### config.mk
export PLATFORM = sky130hd
export DESIGN_NAME = sub_apb_regbank_flat
export DESIGN_NICKNAME = d
export VERILOG_FILES = /design/src/rtl/sub_apb_regbank_if.sv /design/src/rtl/sub_apb_regbank.sv /design/src/flat_wrapper.sv
export SDC_FILE = /design/constraint.sdc
export NUM_CORES = 1
export LEC_CHECK = 0
export BUFFER_PORTS_ARGS = -buffer_cell sky130_fd_sc_hd__buf_4
export CORE_AREA = 4 4 235 237
export CTS_CLUSTER_SIZE = 14
export DETAILED_ROUTE_END_ITERATION = 10
export DIE_AREA = 0 0 239 241
export PLACE_DENSITY = 0.73
export SLEW_MARGIN = 20
export SYNTH_ARGS = -nofsm -noshare
export SYNTH_HDL_FRONTEND = slang
export SYNTH_SLANG_ARGS = --single-unit
### constraint.sdc
create_clock -name clk -period 51.5 [get_ports clk]
set_input_delay 10.3 -clock clk [delete_from_list [all_inputs] [get_ports clk]]
set_output_delay 10.3 -clock clk [all_outputs]
set_load 0.01 [all_outputs]
### src/rtl/sub_apb_regbank_if.sv
// APB4 completer-side bus bundle for sub_apb_regbank.
// Signal names match the original flat port list.
interface sub_apb_regbank_if #(
  parameter int ADDR_WIDTH = 8,
  parameter int DATA_WIDTH = 32
);
  logic                    psel;
  logic                    penable;
  logic                    pwrite;
  logic [ADDR_WIDTH-1:0]   paddr;
  logic [DATA_WIDTH-1:0]   pwdata;
  logic [DATA_WIDTH/8-1:0] pstrb;
  logic [DATA_WIDTH-1:0]   prdata;
  logic                    pready;
  logic                    pslverr;

  modport master (
    output psel, penable, pwrite, paddr, pwdata, pstrb,
    input  prdata, pready, pslverr
  );

  modport slave (
    input  psel, penable, pwrite, paddr, pwdata, pstrb,
    output prdata, pready, pslverr
  );
endinterface

### src/rtl/sub_apb_regbank.sv
// APB4 register bank: NUM_REGS control/status registers, read-only ID at
// index 0, optional wait states, byte strobes, error response, write pulses.
module sub_apb_regbank #(
  parameter int          ADDR_WIDTH  = 8,
  parameter int          DATA_WIDTH  = 32,
  parameter int          NUM_REGS    = 16,
  parameter int          WAIT_STATES = 0,
  parameter logic [63:0] ID_VALUE    = 64'h0917_0001
) (
  input  logic                           clk,
  input  logic                           rst,
  sub_apb_regbank_if.slave               apb,
  output logic [NUM_REGS*DATA_WIDTH-1:0] reg_out,
  output logic [NUM_REGS-1:0]            wr_pulse
);

  localparam int          LSB      = $clog2(DATA_WIDTH / 8);
  localparam int          NBYTES   = DATA_WIDTH / 8;
  localparam int unsigned NR       = NUM_REGS;
  localparam logic [DATA_WIDTH-1:0] ID_DATA  = ID_VALUE[DATA_WIDTH-1:0];
  localparam logic [3:0]            CNT_INIT = 4'(WAIT_STATES);

  typedef enum logic {IDLE, ACCESS} state_t;

  state_t                state_q, state_d;
  logic [3:0]            cnt_q, cnt_d;
  logic [DATA_WIDTH-1:0] regs_q [1:NUM_REGS-1];
  logic [DATA_WIDTH-1:0] regs_d [1:NUM_REGS-1];
  logic [NUM_REGS-1:0]   wr_pulse_q, wr_pulse_d;

  logic [31:0]           idx;
  logic                  err;
  logic                  complete;
  logic [DATA_WIDTH-1:0] rd_data;

  // Word index; byte-offset bits below LSB are dropped.
  assign idx = 32'(apb.paddr >> LSB);
  assign err = (idx >= 32'(NUM_REGS)) || (apb.pwrite && idx == 32'd0);

  always_comb begin
    rd_data = '0;
    if (idx == 32'd0) rd_data = ID_DATA;
    for (int unsigned i = 1; i < NR; i++) begin
      if (idx == i) rd_data = regs_q[i];
    end
  end

  always_comb begin
    state_d  = state_q;
    cnt_d    = cnt_q;
    complete = 1'b0;
    unique case (state_q)
      IDLE: begin
        if (apb.psel && !apb.penable) begin
          state_d = ACCESS;
          cnt_d   = CNT_INIT;
        end
      end
      ACCESS: begin
        if (!apb.psel) begin
          state_d = IDLE;
        end else if (!apb.penable) begin
          // A fresh setup phase restarts the wait count.
          cnt_d = CNT_INIT;
        end else if (cnt_q != 4'd0) begin
          cnt_d = cnt_q - 4'd1;
        end else begin
          complete = 1'b1;
          state_d  = IDLE;
        end
      end
      default: state_d = IDLE;
    endcase
  end

  always_comb begin
    apb.pready  = complete;
    apb.pslverr = complete && err;
    apb.prdata  = (complete && !apb.pwrite && !err) ? rd_data : '0;
  end

  always_comb begin
    regs_d     = regs_q;
    wr_pulse_d = '0;
    if (complete && apb.pwrite && !err) begin
      for (int unsigned i = 1; i < NR; i++) begin
        if (idx == i) begin
          wr_pulse_d[i] = 1'b1;
          for (int unsigned b = 0; b < NBYTES; b++) begin
            if (apb.pstrb[b]) regs_d[i][b*8 +: 8] = apb.pwdata[b*8 +: 8];
          end
        end
      end
    end
  end

  always_ff @(posedge clk or posedge rst) begin
    if (rst) begin
      state_q    <= IDLE;
      cnt_q      <= '0;
      wr_pulse_q <= '0;
      for (int unsigned i = 1; i < NR; i++) regs_q[i] <= '0;
    end else begin
      state_q    <= state_d;
      cnt_q      <= cnt_d;
      wr_pulse_q <= wr_pulse_d;
      for (int unsigned i = 1; i < NR; i++) regs_q[i] <= regs_d[i];
    end
  end

  always_comb begin
    reg_out                 = '0;
    reg_out[0 +: DATA_WIDTH] = ID_DATA;
    for (int unsigned i = 1; i < NR; i++) begin
      reg_out[i*DATA_WIDTH +: DATA_WIDTH] = regs_q[i];
    end
  end

  assign wr_pulse = wr_pulse_q;

endmodule

### src/flat_wrapper.sv
// flat-port wrapper written by rule: the top's interface ports become plain ports
module sub_apb_regbank_flat 
#(
  parameter int          ADDR_WIDTH  = 8,
  parameter int          DATA_WIDTH  = 32,
  parameter int          NUM_REGS    = 16,
  parameter int          WAIT_STATES = 0,
  parameter logic [63:0] ID_VALUE    = 64'h0917_0001
)
  (clk, rst, reg_out, wr_pulse, apb_psel, apb_penable, apb_pwrite, apb_paddr, apb_pwdata, apb_pstrb, apb_prdata, apb_pready, apb_pslverr);
  sub_apb_regbank_if #(.ADDR_WIDTH(ADDR_WIDTH), .DATA_WIDTH(DATA_WIDTH)) apb_i ();
  input  logic clk;
  input  logic rst;
  output logic [NUM_REGS*DATA_WIDTH-1:0] reg_out;
  output logic [NUM_REGS-1:0] wr_pulse;
  input wire logic [$bits(apb_i.psel)-1:0] apb_psel;
  input wire logic [$bits(apb_i.penable)-1:0] apb_penable;
  input wire logic [$bits(apb_i.pwrite)-1:0] apb_pwrite;
  input wire logic [$bits(apb_i.paddr)-1:0] apb_paddr;
  input wire logic [$bits(apb_i.pwdata)-1:0] apb_pwdata;
  input wire logic [$bits(apb_i.pstrb)-1:0] apb_pstrb;
  output wire logic [$bits(apb_i.prdata)-1:0] apb_prdata;
  output wire logic [$bits(apb_i.pready)-1:0] apb_pready;
  output wire logic [$bits(apb_i.pslverr)-1:0] apb_pslverr;
  assign apb_i.psel = apb_psel;
  assign apb_i.penable = apb_penable;
  assign apb_i.pwrite = apb_pwrite;
  assign apb_i.paddr = apb_paddr;
  assign apb_i.pwdata = apb_pwdata;
  assign apb_i.pstrb = apb_pstrb;
  assign apb_prdata = apb_i.prdata;
  assign apb_pready = apb_i.pready;
  assign apb_pslverr = apb_i.pslverr;
  sub_apb_regbank #(.ADDR_WIDTH(ADDR_WIDTH), .DATA_WIDTH(DATA_WIDTH), .NUM_REGS(NUM_REGS), .WAIT_STATES(WAIT_STATES), .ID_VALUE(ID_VALUE)) u_core (.clk(clk), .rst(rst), .apb(apb_i), .reg_out(reg_out), .wr_pulse(wr_pulse));
endmodule
## After elaboration in Yosys (flattened, before gate mapping)

Cells that the tools add are included.

- Add/subtract/negate cells: 1
- Order comparisons: 1
- Eq/ne operators: 18
- Multiplexer cells: 47
- Bitwise gates (word level): 1
- Reduce and logical (&&, ||, !) cells: 74

Operators with widths:

| operator | number |
|---|---|
| 32-bit 2-to-1 mux | 16 |
| 3-bit AND reduction | 61 |
| 6-bit by 4-bit equality test with 1-bit output (second input constant) | 8 |
| 32-bit logical NOT | 1 |
| 28-bit 2-to-1 mux | 1 |
| 6-bit by 3-bit equality test with 1-bit output (second input constant) | 4 |
| 1-bit 2-to-1 mux | 23 |
| 4-bit 2-to-1 mux | 4 |
| 15-bit 2-to-1 mux | 1 |
| 6-bit by 2-bit equality test with 1-bit output (second input constant) | 2 |
| 4-bit one-hot mux with 2 select lines | 1 |
| 1-bit logical AND | 7 |
| 6-bit by 1-bit equality test with 1-bit output (second input constant) | 1 |
| 6-bit by 5-bit greater-or-equal comparator with 1-bit output (second input constant) | 1 |
| 4-bit nonzero test | 1 |
| 4-bit by 1-bit subtractor with 4-bit output (second input constant) | 1 |
| 1-bit logical NOT | 3 |
| 3-bit inequality test (second input constant) | 1 |
| 2-bit by 1-bit inequality test with 1-bit output (second input constant) | 1 |
| 2-bit inequality test (second input constant) | 1 |
| 1-bit one-hot mux with 2 select lines | 1 |
| 1-bit logical OR | 1 |
| 1-bit inverter | 1 |

- Bits in registers: 500
- Input port bits: 49
- Output and inout port bits: 562
- Word-level logic and storage cells: 205

## Longest topological paths before layout

Gate-level depths: netlist of run 1.

- Depth after elaboration: 18
- Mapped depth: 10

## Least setup slack after synthesis of run 1

OpenSTA, ideal clock, no wires.

- Kind: input to output
- Start: in apb_paddr[7]
- End: out apb_prdata[18]
- Arrival time: 12.111 ns
- Data required time: 41.200 ns
- Path slack: 29.089 ns
- Stages: 9
- Path through: buf_4 -> or4b_1 -> buf_6 -> nor2_4 -> buf_4 -> a222oi_1 -> nand4_1 -> a211oi_1 -> a2111oi_1

- Longest elaborated chain between the ends: 18
- Elaborated cells on any way between the ends: 38

Ends and longest elaborated chain:

| item | line | text |
|---|---|---|
| from (decl) | flat_wrapper.sv:19 | `input wire logic [$bits(apb_i.paddr)-1:0] apb_paddr;` |
| 32-bit logical NOT | sub_apb_regbank.sv:38, sub_apb_regbank.sv:42 |  |
| 28-bit 2-to-1 mux | sub_apb_regbank.sv:42 | `if (idx == 32'd0) rd_data = ID_DATA;` |
| 32-bit 2-to-1 mux (15 in series) | sub_apb_regbank.sv:44 | `if (idx == i) rd_data = regs_q[i];` |
| 32-bit 2-to-1 mux (*) | sub_apb_regbank.sv:79 | `apb.prdata = (complete && !apb.pwrite && !err) ? rd_data : '0;` |
| to (decl) | flat_wrapper.sv:22 | `output wire logic [$bits(apb_i.prdata)-1:0] apb_prdata;` |

Mark *: on every way between the ends. The rest lies on a longest branch, timed or not.

## Worst setup path after layout of run 1

- Start: in apb_paddr[2]
- End: out apb_prdata[20]

The elaborated chain is that of the path after synthesis.

==> results of run 1 <==
metrics by stage:
stage / instances / cell area (sq um) / power, W / hold slack (ns)
floorplan: 1893 / 24170 / 0.0004354 / 0.5213
global placement: 3049 / 28890 / 0.0004530 / 0.4967
detailed placement: 3049 / 28890 / 0.0004548 / 0.5080
CTS: 3150 / 30750 / 0.0008543 / 0.5278
global route: 3151 / 30750 / 0.0008759 / 0.5486
finish: 3152 / 30750 / 0.0008514 / 0.5254
how the worst max path moves through the flow:
stage	end	startpoint	depth (start not counted)
after floorplan	u_core.cnt_q[0]$_DFFE_PP0P_	rst	1
after global placement	apb_prdata[20]	apb_paddr[2]	10
after detailed placement	apb_prdata[20]	apb_paddr[2]	10
after CTS	apb_prdata[20]	apb_paddr[2]	10
after global routing	apb_prdata[20]	apb_paddr[2]	10
final	apb_prdata[20]	apb_paddr[2]	10
layer usage:
metal	track usage, %	part of all wire (%)	vias up
met2	52.79	47	1229
met5	0	0.026	-
li1	-	-	7947
met3	9.473	10	298
met1	42.67	38	10070
met4	14.22	5.1	4
layout by cell type, fill, tap and decap left out, types with 22 or more instances in the layout:
cell type	synthesis	final
dfrtp_1	500	500
a22oi_1	43	43
mux2i_1	36	36
mux2_4	32	32
mux2_2	454	454
nor2_2	35	35
conb_1	2	33
nor2_1	79	78
nand2_1	74	73
o21ai_0	101	101
a21oi_1	55	55
o22ai_1	40	40
clkbuf_16	0	57
nor2_8	29	29
buf_4	37	606
mux2_1	22	22
sequential cells by signal, summed over array words and instances (netlist names):
register,flops
u_core.cnt_q,4
u_core.reg_out,480
u_core.wr_pulse,15
u_core.state_q,1
cell families (layout without fill, tap and decap cells):
family / Yosys count / after routing / share of synthesized area [%]
multiplexers: 544 / 544 / 25.78
AO/OA/AOI/OAI: 364 / 364 / 10.20
XOR/XNOR: 1 / 1 / 0.03642
flip-flops: 500 / 500 / 52.02
adder cells (fa/ha/maj): 1 / 1 / 0.05201
buffers and inverters: 157 / 718 / 3.345
other: 2 / 35 / 0.03122
AND/OR/NAND/NOR: 293 / 293 / 8.531
power breakdown:
group          switching, W  internal (W)
Sequential       0.00000242      0.000395
Clock              0.000165      0.000238
Combinational     0.0000379     0.0000129
Total              0.000206      0.000646
worst max-delay path, delay by kind of cell:
family	cells	cell delay, ns
AND/OR/NAND/NOR	3	0.97
buffers and inverters	4	1.74
AO/OA/AOI/OAI	3	0.95
cell usage after synthesis, drive strengths merged (7+ instances only):
cell type	count
mux2	508
dfrtp	500
nor2	148
o21ai	101
nand2	80
buf	75
clkbuf	73
a21oi	55
a22oi	43
o22ai	40
mux2i	36
a211oi	21
a221oi	18
nor2b	17
o221ai	16
nand4	14
o2111ai	14
a22o	9
inv	9
o41ai	9
a2111oi	7
a221o	7
area by class of cell:
class,count,area (sq um)
Antenna cell,2,5.005
Clock buffer,77,1612
Clock inverter,24,244.0
Fill cell,4315,22530
Inverter,9,41.29
Multi-Input combinational cell,1236,10890
Sequential cell,500,12510
Tap cell,696,870.8
Timing Repair Buffer,608,4581
==> flow_summary.json, run 1 <==
{
  "synthArstFlopShare_pct": 100.0,
  "max_freq_ghz": 0.04105,
  "yosys.cell_types.count": 70,
  "core_area_sq_mm": 0.05328,
  "hold_depth": 1,
  "finalCoreUtilization_pct": 57.72,
  "r2r_setup_slack_ns": 48.14,
  "synth_area_sq_mm": 0.02405,
  "finalSetupViolCount": 0,
  "worstRegToRegCells": 9,
  "cts_setup_buffers": 0,
  "worst_pin_slew_ns": 1.058,
  "hold_path_end": "u_core.reg_out[404]$_DFFE_PP0P_",
  "max_slew_margin_pct": 29.24,
  "drv_cap": 0,
  "detail_route.vias_per_cell": 6.202,
  "critPathKind": "in -> out",
  "die_h_microns": 241,
  "cts_buffers": 54,
  "crit_chain": "buf_4 -> buf_4 -> nand2_1 -> nor2_4 -> buf_4 -> a222oi_1 -> nand4_1 -> a211oi_1 -> a2111oi_1 -> buf_4",
  "cp_data_required_time_ns": 41.20,
  "dr.pass1.iters": 5,
  "wirelength_mm": 99.57,
  "die_width_microns": 239,
  "synth_edf_count": 0,
  "clk_path_buf_depth": 3,
  "grt_pass1_vias": 19450,
  "grt_setup_unrepaired": "no",
  "pre_cts_slack_ns": 27.23,
  "placement.io_buffers": 575,
  "netlist_instances": 1862,
  "ys_dominant_reg_cell": "dfrtp_1",
  "setup_tns_ns": 0,
  "final.setup.worst_slack_ns": 27.14,
  "yosysWarnings": 0,
  "antenna_found_initial": 3,
  "ys_seq_area_share_pct": 52.02,
  "synth.area.top_cells": "dfrtp_1 (52%), mux2_2 (21%), nor2_8 (2.4%), o21ai_0 (2.1%), mux2_4 (2.0%)",
  "die_area_sq_mm": 0.05760,
  "first_iter_violations": 1801,
  "path_clk_slew_ns": 0.05,
  "postRouteAntennaNets": 0,
  "route.vias.total": 19550,
  "holdBufCountCts": 0,
  "grt_max_degree": 173,
  "overflow": 0,
  "drive_above_1_share_pct": 52.36,
  "hold_violations": 0,
  "clock_latency_ns": 0.61,
  "crit-reg2reg-launch": "u_core.cnt_q[1]$_DFFE_PP0P_",
  "ir_drop_mv": 0.02586,
  "place_congestion": 0.8699,
  "finalClockSkew_ns": 0.02724,
  "period_needed_ns": 24.36,
  "dp_hpwl_mm": 67.18,
  "leakagePower_nw": 16.08,
  "post-route-period-util_pct": 47.30,
  "pin_count": 611,
  "cts_tree": "built",
  "initial_utilization_pct": 45.14,
  "regToRegEndpoint": "u_core.reg_out[373]$_DFFE_PP0P_",
  "status": "finished, final reports clean",
  "yosysTopAreaCellShare_pct": 52.02,
  "worstPathArrival_ns": 14.06,
  "cts_root_buf": "clkbuf_16",
  "crit_fanout": 55,
  "yosysTopAreaCell": "dfrtp_1",
  "worstSetupEndpointType": "output pin",
  "cp-start-kind": "input pin",
  "hold_class": "reg -> reg",
  "crit_slowest_cell": "a2111oi_1",
  "clock-sinks": 500,
  "synth_area_per_cell_sq_um": 12.92,
  "area_delta_synth_final_pct": 27.87,
  "ys_seq_elements": 500,
  "drv_slew": 0,
  "htreeDepth": 2,
  "route.detailed.wl_per_inst_microns": 31.59,
  "p_per_area_mw_per_mm2": 27.68,
  "crit_path_max_incr_delay_ns": 0.74,
  "min-delay-start": "u_core.reg_out[404]$_DFFE_PP0P_",
  "grt_use_total_pct": 33.12,
  "drc": 0,
  "rows": 85,
  "ctsResizeCount": 0,
  "crit_top_cell": "buf_4",
  "finalNetCount": 2459,
  "grt_pass1_wl_mm": 139.7
}
Power figures use the tool's default switching activity.
==> inputs of run 2 (changes only) <==
ABC_AREA = 1   (was default)
CORE_AREA = 4 4 233 235   (was 4 4 235 237)
DIE_AREA = 0 0 237 239   (was 0 0 239 241)
PLACE_DENSITY = 0.71   (was 0.73)
clock period = 23.6 ns   (was 51.5 ns; I/O delays follow)
==> run 2 against run 1 <==
  * Combinational power rose by 57%
  * Global-route usage shrank 2.4 points
  * Non-clock buffer count shrank 13
  * Synthesized cell count grew 50%
  * Final cell count increased by 27%
  * Via count grew 9.4%
  * Sequential share of layout area grew 2.2 points
  * Clock-buffer cell count is 7 higher
  * Routed wire length decreased by 9.0%
  * Clock skew shrank 0.0095 ns
  * Critical path depth increased by 3
  * First-iteration DRC count decreased by 5.9%
  * Highest routed layer unchanged
==> flow_summary.json, run 2 <==
{
  "status": "finished, final reports clean",
  "final.setup.worst_slack_ns": 10.38,
  "hold_path_end": "u_core.reg_out[253]$_DFFE_PP0P_",
  "drive_above_1_share_pct": 23.29,
  "final_cell_mix": "nand2_1 (929), buf_4 (593), dfrtp_1 (500)",
  "grt_setup_unrepaired": "no",
  "drc": 0,
  "yosysTopAreaCell": "dfrtp_1",
  "synth_edf_count": 0,
  "leakagePower_nw": 15.15,
  "route.detailed.wl_per_inst_microns": 22.58,
  "period_needed_ns": 13.22,
  "p_per_area_mw_per_mm2": 61.09,
  "p_switching_w": 0.0004134,
  "yosysTopAreaCellShare_pct": 54.60,
  "placement.io_buffers": 575,
  "pin_count": 611,
  "synth_area_per_cell_sq_um": 8.225,
  "initial_utilization_pct": 43.87,
  "post-route-period-util_pct": 56.02,
  "grt_pass1_wl_mm": 131.7,
  "synth.cells.most_frequent": "nand2_1 (929), dfrtp_1 (500), o21ai_0 (375), nor2_1 (198), inv_1 (195)",
  "yosys.cell_types.count": 31,
  "finalSetupViolCount": 0,
  "die_h_microns": 239,
  "worstSetupEndpointType": "output pin",
  "worstRegToRegCells": 10,
  "hold_violations": 0,
  "ctsResizeCount": 0,
  "cp-start-kind": "input pin",
  "critPathKind": "in -> out",
  "crit_slowest_cell": "nor2_4",
  "overflow": 0,
  "synth_area_sq_mm": 0.02292,
  "area_delta_synth_final_pct": 27.45,
  "p_comb_share_pct": 4.5,
  "r2r_setup_slack_ns": 20.31,
  "clock-sinks": 500,
  "finalNetCount": 3334,
  "grt_max_degree": 146,
  "crit-reg2reg-launch": "u_core.cnt_q[0]$_DFFE_PP0P_",
  "holdBufCountCts": 0,
  "sw_frac_of_total_pct": 23.17,
  "core_area_sq_mm": 0.05224,
  "route.vias.total": 21400,
  "drv_cap": 0,
  "rows": 84,
  "clk_path_buf_depth": 3,
  "internal-power_w": 0.001371,
  "cts_root_buf": "clkbuf_16",
  "drv_slew": 0,
  "hold_depth": 2,
  "postLayoutCellArea_sq_mm": 0.02921,
  "worstPathArrival_ns": 8.50,
  "yosysMostFrequentCell": "nand2_1",
  "wirelength_mm": 90.65,
  "synth.area.top_cells": "dfrtp_1 (55%), nand2_1 (15%), o21ai_0 (8.2%), nor2_1 (3.2%), inv_1 (3.2%)",
  "min-delay-start": "u_core.reg_out[253]$_DFFE_PP0P_",
  "ys_dominant_reg_cell": "dfrtp_1",
  "synthArstFlopShare_pct": 100.0,
  "yosysWarnings": 0,
  "antenna_found_initial": 3,
  "htreeDepth": 2,
  "die_width_microns": 237,
  "clock_latency_ns": 0.59,
  "max_slew_margin_pct": 31.64,
  "cts_buffers": 53,
  "cp_data_required_time_ns": 18.88,
  "path_clk_slew_ns": 0.06,
  "grt_use_total_pct": 30.71,
  "dr.pass1.iters": 8,
  "dp_hpwl_mm": 66.74,
  "hold_class": "reg -> reg",
  "placed_area_sq_mm": 0.02744,
  "final_common_cell": "nand2_1",
  "crit_fanout": 27,
  "worst_pin_slew_ns": 1.023,
  "setup_tns_ns": 0,
  "ys_seq_elements": 500,
  "place_congestion": 0.9417,
  "pre_cts_slack_ns": 10.40,
  "ys_seq_area_share_pct": 54.60,
  "finalClockSkew_ns": 0.01770,
  "p_clk_share_pct": 47.1,
  "ir_drop_mv": 0.04709,
  "detail_route.vias_per_cell": 5.331,
  "hold_slack_ns": 0.5055,
  "first_iter_violations": 1694,
  "largest_reg_flops": 480,
  "cts_tree": "built",
  "postRouteAntennaNets": 0,
  "regToRegEndpoint": "u_core.reg_out[200]$_DFFE_PP0P_",
  "die_area_sq_mm": 0.05664,
  "cts_setup_buffers": 0,
  "crit_path_max_incr_delay_ns": 0.84,
  "grt_pass1_vias": 20020,
  "max_freq_ghz": 0.07565,
  "p_seq_share_pct": 48.5,
  "netlist_instances": 2786,
  "crit_chain": "buf_4 -> nor2_2 -> nand2_2 -> nor2_4 -> inv_2 -> or2_2 -> nand2_1 -> nand4_1 -> nor2_1 -> nand4_1 -> nand2_1 -> inv_1 -> buf_4"
}
==> run 2: cell types whose count changed in the layout (fill, tap and decap cells not counted), moves of 30 or more <==
cell and change:
mux2_4 -32, mux2i_1 -36, inv_1 +185, nand3_1 +52
nand2_4 +30, o21ai_1 +111, nor2_1 +115, o21ai_0 +274
nand2_1 +856, nand4_1 +82, mux2_2 -454, o22ai_1 -38
a22oi_1 -43
==> run 2: final cells by class <==
| type | count | area, sq um |
|---|---|---|
| sequential | 500 | 12510 |
| multi-input combinational | 1930 | 8825 |
| clock inverter | 11 | 137.6 |
| fill | 4896 | 23030 |
| antenna | 2 | 5.005 |
| inverter | 204 | 773.2 |
| clock buffer | 84 | 1593 |
| tap | 688 | 860.8 |
| timing repair buffer | 595 | 4499 |
==> run 2: worst max-delay path, delay by kind of cell <==
kind / cells / cell delay [ns]
buffers and inverters: 4 / 0.83
and+or+nand+nor: 9 / 2.95
==> run 2: layer usage <==
metal	global-route usage, %	wire length, microns	vias up
met5	0	31	-
li1	-	-	9866
met2	51.73	43930	984
met3	8.433	9122	183
met4	11.62	3812	4
met1	37.99	33760	10360
==> run 2: worst max-delay path by stage <==
stage                 start                     endpoint  slack, ns  cells after the start
2_1_floorplan           rst  u_core.cnt_q[0]$_DFFE_PP0P_       4.92                      1
3_3_place_gp   apb_paddr[6]               apb_prdata[11]      10.41                     13
3_5_place_dp   apb_paddr[6]               apb_prdata[11]      10.40                     13
4_1_cts        apb_paddr[6]               apb_prdata[11]      10.40                     13
5_1_grt        apb_paddr[6]                apb_prdata[0]      10.25                     13
6_report       apb_paddr[6]                apb_prdata[3]      10.38                     13
==> run 2: power by group through the flow <==
| stage | sequential, W | combinational (W) | clock (W) |
|---|---|---|---|
| global route | 0.000864 | 0.0000875 | 0.000882 |
| detailed placement | 0.000880 | 0.0000801 | 0 |
| global placement | 0.000880 | 0.0000794 | 0 |
| finish | 0.000865 | 0.0000796 | 0.000840 |
| CTS | 0.000864 | 0.0000802 | 0.000847 |
| floorplan | 0.000881 | 0.0000488 | 0 |
==> run 2: kinds of logic after synthesis <==
kind of cell | after synthesis | share of synthesized area [%]
compound gates | 520 | 11.37
xor+xnor | 1 | 0.03823
fa+ha+maj | 1 | 0.05459
buf+inv | 387 | 7.453
flops | 500 | 54.60
other cells | 2 | 0.03277
simple gates | 1375 | 26.45
==> run 2: through the flow <==
| step | instances | util [%] | power, W |
|---|---|---|---|
| 6_report | 4014 | 55.91 | 0.001784 |
| 5_1_grt | 4012 | 55.90 | 0.001834 |
| 4_1_cts | 4011 | 55.85 | 0.001791 |
| 3_5_place_dp | 3916 | 52.54 | 0.0009601 |
| 3_3_place_gp | 3916 | 52.54 | 0.0009593 |
| 2_1_floorplan | 2817 | - | 0.0009299 |
==> inputs of run 3 (changes only) <==
clock period = 12.2 ns   (was 23.6 ns; I/O delays follow)
==> run 3 against run 2 <==
  * Non-clock buffer count did not move
  * Critical path depth did not move
  * Clock power grew 100%
  * Sequential cell count did not move
  * Via count barely moved
  * Final area grew 0.18%
  * Power is 97% higher
  * Global-route usage up 0.18 points
  * Die area unchanged
  * Worst hold slack better by 0.0070 ns
  * Routed wire length increased by 0.48%
  * Largest cell class unchanged
==> flow_summary.json, run 3 (synthesis results as in run 2) <==
{
  "clock_latency_ns": 0.60,
  "pre_cts_slack_ns": 3.592,
  "largest_reg_flops": 480,
  "die_area_sq_mm": 0.05664,
  "ctsResizeCount": 0,
  "leakagePower_nw": 15.18,
  "crit_path_max_incr_delay_ns": 0.83,
  "rows": 84,
  "period_needed_ns": 8.654,
  "grt_pass1_vias": 20080,
  "setup_tns_ns": 0,
  "fillCellCount": 4908,
  "hold_violations": 0,
  "multi_input_area_sq_mm": 0.008825,
  "drive_above_1_share_pct": 23.44,
  "cts_setup_buffers": 0,
  "route.detailed.wl_per_inst_microns": 22.68,
  "cts_buffers": 55,
  "detail_route.vias_per_cell": 5.331,
  "wirelength_mm": 91.09,
  "crit_chain": "buf_4 -> nor2_2 -> nand2_2 -> nor2_4 -> inv_2 -> or2_2 -> nand2_1 -> nand4_1 -> nor2_1 -> nand4_1 -> nand2_1 -> inv_1 -> buf_4",
  "drv_slew": 0,
  "final_common_cell": "nand2_1",
  "dr.pass1.iters": 6,
  "final.setup.worst_slack_ns": 3.546,
  "first_iter_violations": 1810,
  "internal-power_w": 0.002688,
  "critPathKind": "in -> out",
  "crit_fanout": 27,
  "worst_pin_slew_ns": 1.007,
  "p_comb_share_pct": 4.3,
  "place_congestion": 0.9276,
  "htreeDepth": 2,
  "overflow": 0,
  "grt_max_degree": 154,
  "finalSetupViolCount": 0,
  "core_area_sq_mm": 0.05224,
  "area_delta_synth_final_pct": 27.68,
  "post-route-period-util_pct": 70.94,
  "finalClockSkew_ns": 0.01594,
  "crit_slowest_cell": "nor2_4",
  "die_h_microns": 239,
  "grt_setup_unrepaired": "no",
  "max_slew_margin_pct": 32.71,
  "p_clk_share_pct": 48.0,
  "grt_pass1_wl_mm": 132.3,
  "drc": 0,
  "grt_use_total_pct": 30.90,
  "path_clk_slew_ns": 0.06,
  "cts_root_buf": "clkbuf_16",
  "p_switching_w": 0.0008204,
  "clock-sinks": 500,
  "p_per_area_mw_per_mm2": 119.9,
  "cts_tree": "built",
  "postRouteAntennaNets": 0,
  "holdBufCountCts": 0,
  "pin_count": 611,
  "hold_class": "reg -> reg",
  "dp_hpwl_mm": 67.32,
  "drv_cap": 0,
  "clk_path_buf_depth": 3,
  "status": "finished, final reports clean",
  "layout.area.seq_sq_mm": 0.01251,
  "worstSetupEndpointType": "output pin",
  "sw_frac_of_total_pct": 23.39,
  "placement.io_buffers": 575,
  "worstPathArrival_ns": 6.21,
  "finalNetCount": 3336,
  "initial_utilization_pct": 43.87,
  "antenna_found_initial": 3,
  "ir_drop_mv": 0.1105,
  "cp_data_required_time_ns": 9.76,
  "max_freq_ghz": 0.1155,
  "p_seq_share_pct": 47.7,
  "diodes": 0,
  "die_width_microns": 237,
  "route.vias.total": 21410,
  "cp-start-kind": "input pin",
  "r2r_setup_slack_ns": 8.53,
  "final_cell_mix": "nand2_1 (929), buf_4 (594), dfrtp_1 (500)"
}
## run 3: per-stage QoR
step | hold WS (ns) | util (%) | area (sq um) | instances | power, W
CTS | 0.5107 | 56.01 | 29260 | 4016 | 0.003526
finish | 0.5125 | 56.01 | 29260 | 4016 | 0.003508
global placement | 0.4852 | 52.54 | 27450 | 3917 | 0.001855
global route | 0.5359 | 56.01 | 29260 | 4016 | 0.003607
floorplan | 0.5044 | - | 23040 | 2817 | 0.001799
detailed placement | 0.4957 | 52.54 | 27450 | 3917 | 0.001857
## run 3: path summary, 6_finish.rpt
path                                                 startpoint                               to  cells past startpoint
worst min-delay path            u_core.reg_out[253]$_DFFE_PP0P_  u_core.reg_out[253]$_DFFE_PP0P_                      2
max in group asynchronous                                   rst  u_core.reg_out[392]$_DFFE_PP0P_                      4
min in group asynchronous                                   rst  u_core.reg_out[167]$_DFFE_PP0P_                      2
worst max-delay path                               apb_paddr[6]                    apb_prdata[3]                     13
worst min register to register  u_core.reg_out[253]$_DFFE_PP0P_  u_core.reg_out[253]$_DFFE_PP0P_                      2
worst max register to register      u_core.cnt_q[0]$_DFFE_PP0P_  u_core.reg_out[207]$_DFFE_PP0P_                      8
## run 3: area by class of cell
class | instances | area share [%]
Multi-Input combinational cell | 1930 | 30.16
Sequential cell | 500 | 42.76
Tap cell | 688 | 2.942
Inverter | 204 | 2.630
Clock buffer | 83 | 5.619
Timing Repair Buffer | 595 | 15.31
Clock inverter | 16 | 0.5730
## run 3: critical path: cells and delay by family
family,cells,cell delay (ns)
and+or+nand+nor,9,2.90
buffers and inverters,4,0.84
## run 3: metal layers
metal	global-route usage, %	part of all wire, %
met5	0	0.047
met4	12.60	4.5
met3	9.425	10
met2	51.89	48
met1	37.34	37
## run 3: power by group through the flow
stage	Clock [W]	Sequential [W]	Combinational (W)
2_1_floorplan	0	0.00170	0.0000945
3_3_place_gp	0	0.00170	0.000153
3_5_place_dp	0	0.00170	0.000155
4_1_cts	0.00170	0.00167	0.000155
5_1_grt	0.00177	0.00167	0.000168
6_report	0.00168	0.00167	0.000152
